<file path="src/rtl/wb_writer_pkg.sv">
// rtl/wb_writer_pkg.sv - shared load-type codes, reset PC and W-register layout
//
// Purpose: definitions shared by the write-back stage and its load aligner.
//   LT_*             3-bit load-type codes carried down the pipe with a load
//   DEFAULT_RESET_PC value the trace PC takes after reset
//   w_reg_t          contents of the M->W pipeline register
package wb_writer_pkg;

  localparam logic [2:0] LT_LW  = 3'd0;
  localparam logic [2:0] LT_LH  = 3'd1;
  localparam logic [2:0] LT_LHU = 3'd2;
  localparam logic [2:0] LT_LB  = 3'd3;
  localparam logic [2:0] LT_LBU = 3'd4;

  localparam logic [31:0] DEFAULT_RESET_PC = 32'hBFC0_0000;

  typedef struct packed {
    logic        valid;
    logic [31:0] pc;
    logic        regwrite;
    logic        memtoreg;
    logic [2:0]  loadtype;
    logic [31:0] aluout;
    logic [4:0]  writereg;
  } w_reg_t;

endpackage

</file>
<file path="src/rtl/wb_writer_load_align.sv">
// rtl/wb_writer_load_align.sv - combinational load data alignment and extension
//
// Purpose: selects the addressed byte/halfword of a 32-bit SRAM word and
// sign- or zero-extends it according to the load type.
// Ports:
//   rdata    in  32  raw word from the data SRAM (or its hold copy)
//   off      in  2   byte offset within the word (address bits [1:0])
//   loadtype in  3   LT_* code
//   result   out 32  aligned, extended load value; 0 for unknown load types
module wb_writer_load_align
  import wb_writer_pkg::*;
(
  input  logic [31:0] rdata,
  input  logic [1:0]  off,
  input  logic [2:0]  loadtype,
  output logic [31:0] result
);

  logic [15:0] half_sel;
  logic [7:0]  byte_sel;

  always_comb begin
    half_sel = off[1] ? rdata[31:16] : rdata[15:0];
    case (off)
      2'd0:    byte_sel = rdata[7:0];
      2'd1:    byte_sel = rdata[15:8];
      2'd2:    byte_sel = rdata[23:16];
      default: byte_sel = rdata[31:24];
    endcase

    case (loadtype)
      LT_LW:   result = rdata;
      LT_LH:   result = {{16{half_sel[15]}}, half_sel};
      LT_LHU:  result = {16'h0000, half_sel};
      LT_LB:   result = {{24{byte_sel[7]}}, byte_sel};
      LT_LBU:  result = {24'h000000, byte_sel};
      default: result = 32'h0000_0000;
    endcase
  end

endmodule

</file>
<file path="src/rtl/wb_writer.sv">
// rtl/wb_writer.sv - write-back stage: M->W register, regfile write port, trace
//
// Purpose: holds the instruction in W, aligns load data that the synchronous
// SRAM returns in the first W cycle, keeps that data across W stalls, drives
// the regfile write port and forwarding result, and emits one debug trace
// record per committed instruction.
// Ports:
//   clk, rst                    clock; asynchronous active-low reset
//   stallW, flushW              hold W / load a bubble (flush wins)
//   validM..writeregM           M-stage instruction fields
//   data_rdata                  SRAM read data, valid in the first W cycle only
//   we3, wa3, wd3               regfile write port
//   resultW, writeregW          forwarding value and destination (0 = no write)
//   debug_wb_*                  trace port (tied to 0 when TRACE_EN = 0)
module wb_writer
  import wb_writer_pkg::*;
#(
  parameter logic [31:0] RESET_PC = DEFAULT_RESET_PC,
  parameter int          TRACE_EN = 1
) (
  input  logic        clk,
  input  logic        rst,
  input  logic        stallW,
  input  logic        flushW,
  input  logic        validM,
  input  logic [31:0] pcM,
  input  logic        regwriteM,
  input  logic        memtoregM,
  input  logic [2:0]  loadtypeM,
  input  logic [31:0] aluoutM,
  input  logic [4:0]  writeregM,
  input  logic [31:0] data_rdata,
  output logic        we3,
  output logic [4:0]  wa3,
  output logic [31:0] wd3,
  output logic [31:0] resultW,
  output logic [4:0]  writeregW,
  output logic [31:0] debug_wb_pc,
  output logic [3:0]  debug_wb_rf_wen,
  output logic [4:0]  debug_wb_rf_wnum,
  output logic [31:0] debug_wb_rf_wdata
);

  w_reg_t      w_q, w_d;
  logic        fresh_q, fresh_d;
  logic [31:0] rdata_hold_q, rdata_hold_d;
  logic [31:0] trace_pc_q, trace_pc_d;
  logic [4:0]  trace_wnum_q, trace_wnum_d;
  logic [31:0] trace_wdata_q, trace_wdata_d;

  logic [31:0] load_rdata;
  logic [31:0] aligned;
  logic [31:0] result;
  logic        wr_en;
  logic        trace_fire;

  // SRAM data is only present in the first W cycle; afterwards the copy
  // captured on that cycle's edge stands in for it.
  assign load_rdata = fresh_q ? data_rdata : rdata_hold_q;

  wb_writer_load_align u_load_align (
    .rdata    (load_rdata),
    .off      (w_q.aluout[1:0]),
    .loadtype (w_q.loadtype),
    .result   (aligned)
  );

  assign result     = w_q.memtoreg ? aligned : w_q.aluout;
  assign wr_en      = w_q.valid & w_q.regwrite & (w_q.writereg != 5'd0);
  // A stalled instruction stays in W, so firing only when not stalled gives
  // exactly one record per instruction.
  assign trace_fire = w_q.valid & ~stallW;

  always_comb begin
    w_d = w_q;
    if (flushW) begin
      w_d = '0;
    end else if (!stallW) begin
      w_d.valid    = validM;
      w_d.pc       = pcM;
      w_d.regwrite = regwriteM;
      w_d.memtoreg = memtoregM;
      w_d.loadtype = loadtypeM;
      w_d.aluout   = aluoutM;
      w_d.writereg = writeregM;
    end
    fresh_d      = ~flushW & ~stallW;
    rdata_hold_d = fresh_q ? data_rdata : rdata_hold_q;

    trace_pc_d    = trace_pc_q;
    trace_wnum_d  = trace_wnum_q;
    trace_wdata_d = trace_wdata_q;
    if (trace_fire) begin
      trace_pc_d    = w_q.pc;
      trace_wnum_d  = w_q.writereg;
      trace_wdata_d = result;
    end
  end

  always_ff @(posedge clk or negedge rst) begin
    if (!rst) begin
      w_q           <= '0;
      fresh_q       <= 1'b0;
      rdata_hold_q  <= 32'h0;
      trace_pc_q    <= RESET_PC;
      trace_wnum_q  <= 5'd0;
      trace_wdata_q <= 32'h0;
    end else begin
      w_q           <= w_d;
      fresh_q       <= fresh_d;
      rdata_hold_q  <= rdata_hold_d;
      trace_pc_q    <= trace_pc_d;
      trace_wnum_q  <= trace_wnum_d;
      trace_wdata_q <= trace_wdata_d;
    end
  end

  assign we3       = wr_en;
  assign wa3       = w_q.writereg;
  assign wd3       = result;
  assign resultW   = result;
  assign writeregW = wr_en ? w_q.writereg : 5'd0;

  assign debug_wb_pc       = (TRACE_EN != 0) ? trace_pc_d : 32'h0;
  assign debug_wb_rf_wen   = ((TRACE_EN != 0) && trace_fire && wr_en) ? 4'hF : 4'h0;
  assign debug_wb_rf_wnum  = (TRACE_EN != 0) ? trace_wnum_d : 5'd0;
  assign debug_wb_rf_wdata = (TRACE_EN != 0) ? trace_wdata_d : 32'h0;

endmodule

</file>
<file path="config.mk">
export PLATFORM = sky130hd
export DESIGN_NAME = wb_writer
export DESIGN_NICKNAME = d
export VERILOG_FILES = /design/src/rtl/wb_writer_pkg.sv /design/src/rtl/wb_writer_load_align.sv /design/src/rtl/wb_writer.sv
export SDC_FILE = /design/constraint.sdc
export NUM_CORES = 1
export LEC_CHECK = 0
export ABC_AREA = 1
export CORE_MARGIN = 1
export CORE_UTILIZATION = 47
export CTS_CLUSTER_DIAMETER = 120
export DETAILED_ROUTE_END_ITERATION = 6
export PLACE_DENSITY = 0.77
export REMOVE_ABC_BUFFERS = 1
export SYNTH_ARGS = -nofsm -noshare
export SYNTH_HDL_FRONTEND = slang
export SYNTH_SLANG_ARGS = --single-unit
</file>
<file path="constraint.sdc">
create_clock -name clk -period 2.3 [get_ports clk]
set_input_delay 0.46 -clock clk [delete_from_list [all_inputs] [get_ports clk]]
set_output_delay 0.46 -clock clk [all_outputs]
set_load 0.02 [all_outputs]
</file>
==> impl_metrics.yaml <==
run_status:
  outcome: "finished, violations left"
  violations: "setup timing"
die:
  num_rows: 48
  ios: 259
  dieArea_um2: 18600
  start_util_pct: 48.6
  die_h_um: 136
  die_w_um: 136
  coreArea_um2: 17400
logic_synthesis:
  synth.largest_area_cell: "dfrtp_1"
  yosys_warnings: 0
  yosys.cell_types.count: 24
  synth_commonest_cells: "nand2_1, dfrtp_1, o21ai_0"
  postSynthCellCount: 1074
  synth-main-ff-cell: "dfrtp_1"
  yosysSeqAreaShare_pct: 52.5
  netlist_area_um2: 8470
  avgSynthCellArea_um2: 7.88
  synth_most_common_cell: "nand2_1"
  synth_seq_cells: 177
  synth_edf_count: 0
  synth_top_area_share_pct: 49.7
  synth-async-reset-ratio_pct: 100
  synthTopCellsByArea: "dfrtp_1, nand2_1, o21ai_0"
placed_design:
  dp.cells: 1575
  place_hpwl_um: 17500
  place_ws_ns: -0.694
  placed_area_um2: 11800
  io_buffers: 258
  place.gp.congestion: 0.858
route:
  drtPass1Iterations: 6
  vias: 8688
  drt-wirelength-per-cell_um: 17.5
  postRouteAntennaNets: 0
  drc: 0
  drtIter0Drc: 644
  via_per_inst: 5.23
  routed_wl_um: 29000
timing:
  hold_viol: 0
  fmax_mhz: 354
  fin_crit_sh_pct: 123
  finalCriticalPeriod_ns: 2.82
  rsz0062_at_grt: "true"
  worst_pin_slew_ns: 0.580
  fin_hold_ws_ns: 0.0242
  maxSlewHeadroom_pct: 61.4
  finalWorstSetupSlack_ns: -0.523
  fin_setup_tns_ns: -38.39
  slew_violations: 0
  fin_skew_ns: 0.0125
  setup_viol: 96
global_routing:
  first_global_vias: 8747
  antenna_found_initial: 0
  grt.overflow.total: 0
  grt_pass1_wl_um: 43200
  grt_start_max_net_pins: 65
  gr-usage-all-layers_pct: 30.5
critical_path:
  cp.arrival_ns: 2.36
  worstSetupPathType: "reg -> out"
  crit_path_end_kind: "output port"
  rr_worst_depth: 16
  required_ns: 1.84
  ff2ff_setup_slack_ns: 0.10
  worst_setup_path_start_kind: "register"
  path_max_fanout: 6
job:
  maxCapViolCount: 0
layout:
  fin_util_pct: 77.3
  nets: 1534
  area_growth_pct: 59.0
  diodes: 0
  final_area_um2: 13500
  drive_gt1_share_pct: 36.9
  fin_cells: 1661
cts:
  cts_root_buf: "clkbuf_16"
  tritoncts: "yes"
  clock-sinks: 177
  cts_buffer_depth: 2
  numCtsBuffers: 17
  clock_latency_ns: 0.44
  cts_hold_buffers: 0
  path_clk_slew_ns: 0.07
  ctsHtreeMaxLevel: 4
pwr:
  ir_drop_mv: 0.545
  p_per_area_nw_per_um2: 706
  total_power_mw: 9.50
  p_leak_nw: 7.07
hold_path:
  worstHoldPathType: "in -> async"
## cell families (layout without fill, tap and decap cells)
kind of cell	count (synthesis)	after routing	synth area share, %
AOI/OAI and AO/OA	126	126	8.03
and+or+nand+nor	590	590	28.7
buffers and inverters	181	543	10.8
DFF	177	177	52.5
## where the power goes
group | switching, mW | internal [mW]
clock | 1.34 | 1.53
sequential | 0.142 | 3.49
combinational | 1.64 | 1.36
## what timing repair did
item	4_1_cts	5_1_grt
pin swaps	41	46
resized for setup	808	165
cloned	5	1
setup endpoints to repair	141	134
buffers inserted	34	18
## routing by layer
metal | vias to the layer above | part of all wire, % | track usage (%)
met5 | - | 0 | 0
met4 | 0 | 4.0 | 14.0
met3 | 94 | 7.4 | 7.49
met2 | 415 | 51 | 52.6
met1 | 4171 | 38 | 35.6
li1 | 4008 | - | -
## critical path, stage by stage (launching register included)
cell and delay (ns):
dfrtp_2 0.40, buf_12 0.16, inv_16 0.06, buf_12 0.13, buf_8 0.13, nand2_4 0.05, nand2_4 0.05, buf_6 0.12
o21ai_2 0.15, nand2_1 0.09, nand2_2 0.11, nand2_4 0.06, nand2_4 0.06, o21ai_4 0.07, nand2_1 0.08, nand2_2 0.07
buf_6 0.13
## final cells by class
cell class                      count  area (um2)
Sequential cell                   177        4440
Timing Repair Buffer              430        4130
Fill cell                        1171        3950
Multi-Input combinational cell    716        3720
Clock buffer                       18         429
Inverter                           81         325
Tap cell                          225         282
Clock inverter                     14         140
## registers in the layout, indices dropped and copies added, names as in the netlist
register and flops:
w_q 70, rdata_hold_q 32, trace_pc_q 32, trace_wdata_q 32
trace_wnum_q 5, wa3 5, fresh_q 1
## cell usage in the layout (no fill, tap or decap), drive strengths merged
cell type and count:
nand3 77, nand2 498, clkdlybuf4s50 113, clkbuf 24, o21bai 1, nor3 2
clkdlybuf4s15 9, dlymetal6s2s 2, dfrtp 168, inv 88, o21ai 110, nor2 13
bufinv 1, dlygate4sd2 4, clkinv 5, dfstp 9, buf 296, clkinvlp 1
o211ai 14, a21oi 1
## worst paths after layout
path	end	from
hold reg to reg	trace_wdata_q[31]	trace_wdata_q[31]
hold / removal	w_q[12]	rst
min in group clk	trace_wdata_q[31]	trace_wdata_q[31]
max in group asynchronous	trace_pc_q[27]	rst
setup reg to reg	trace_wdata_q[13]	fresh_q
setup / recovery	debug_wb_rf_wdata[10]	fresh_q
No activity file was read; power rests on OpenSTA's default activity.
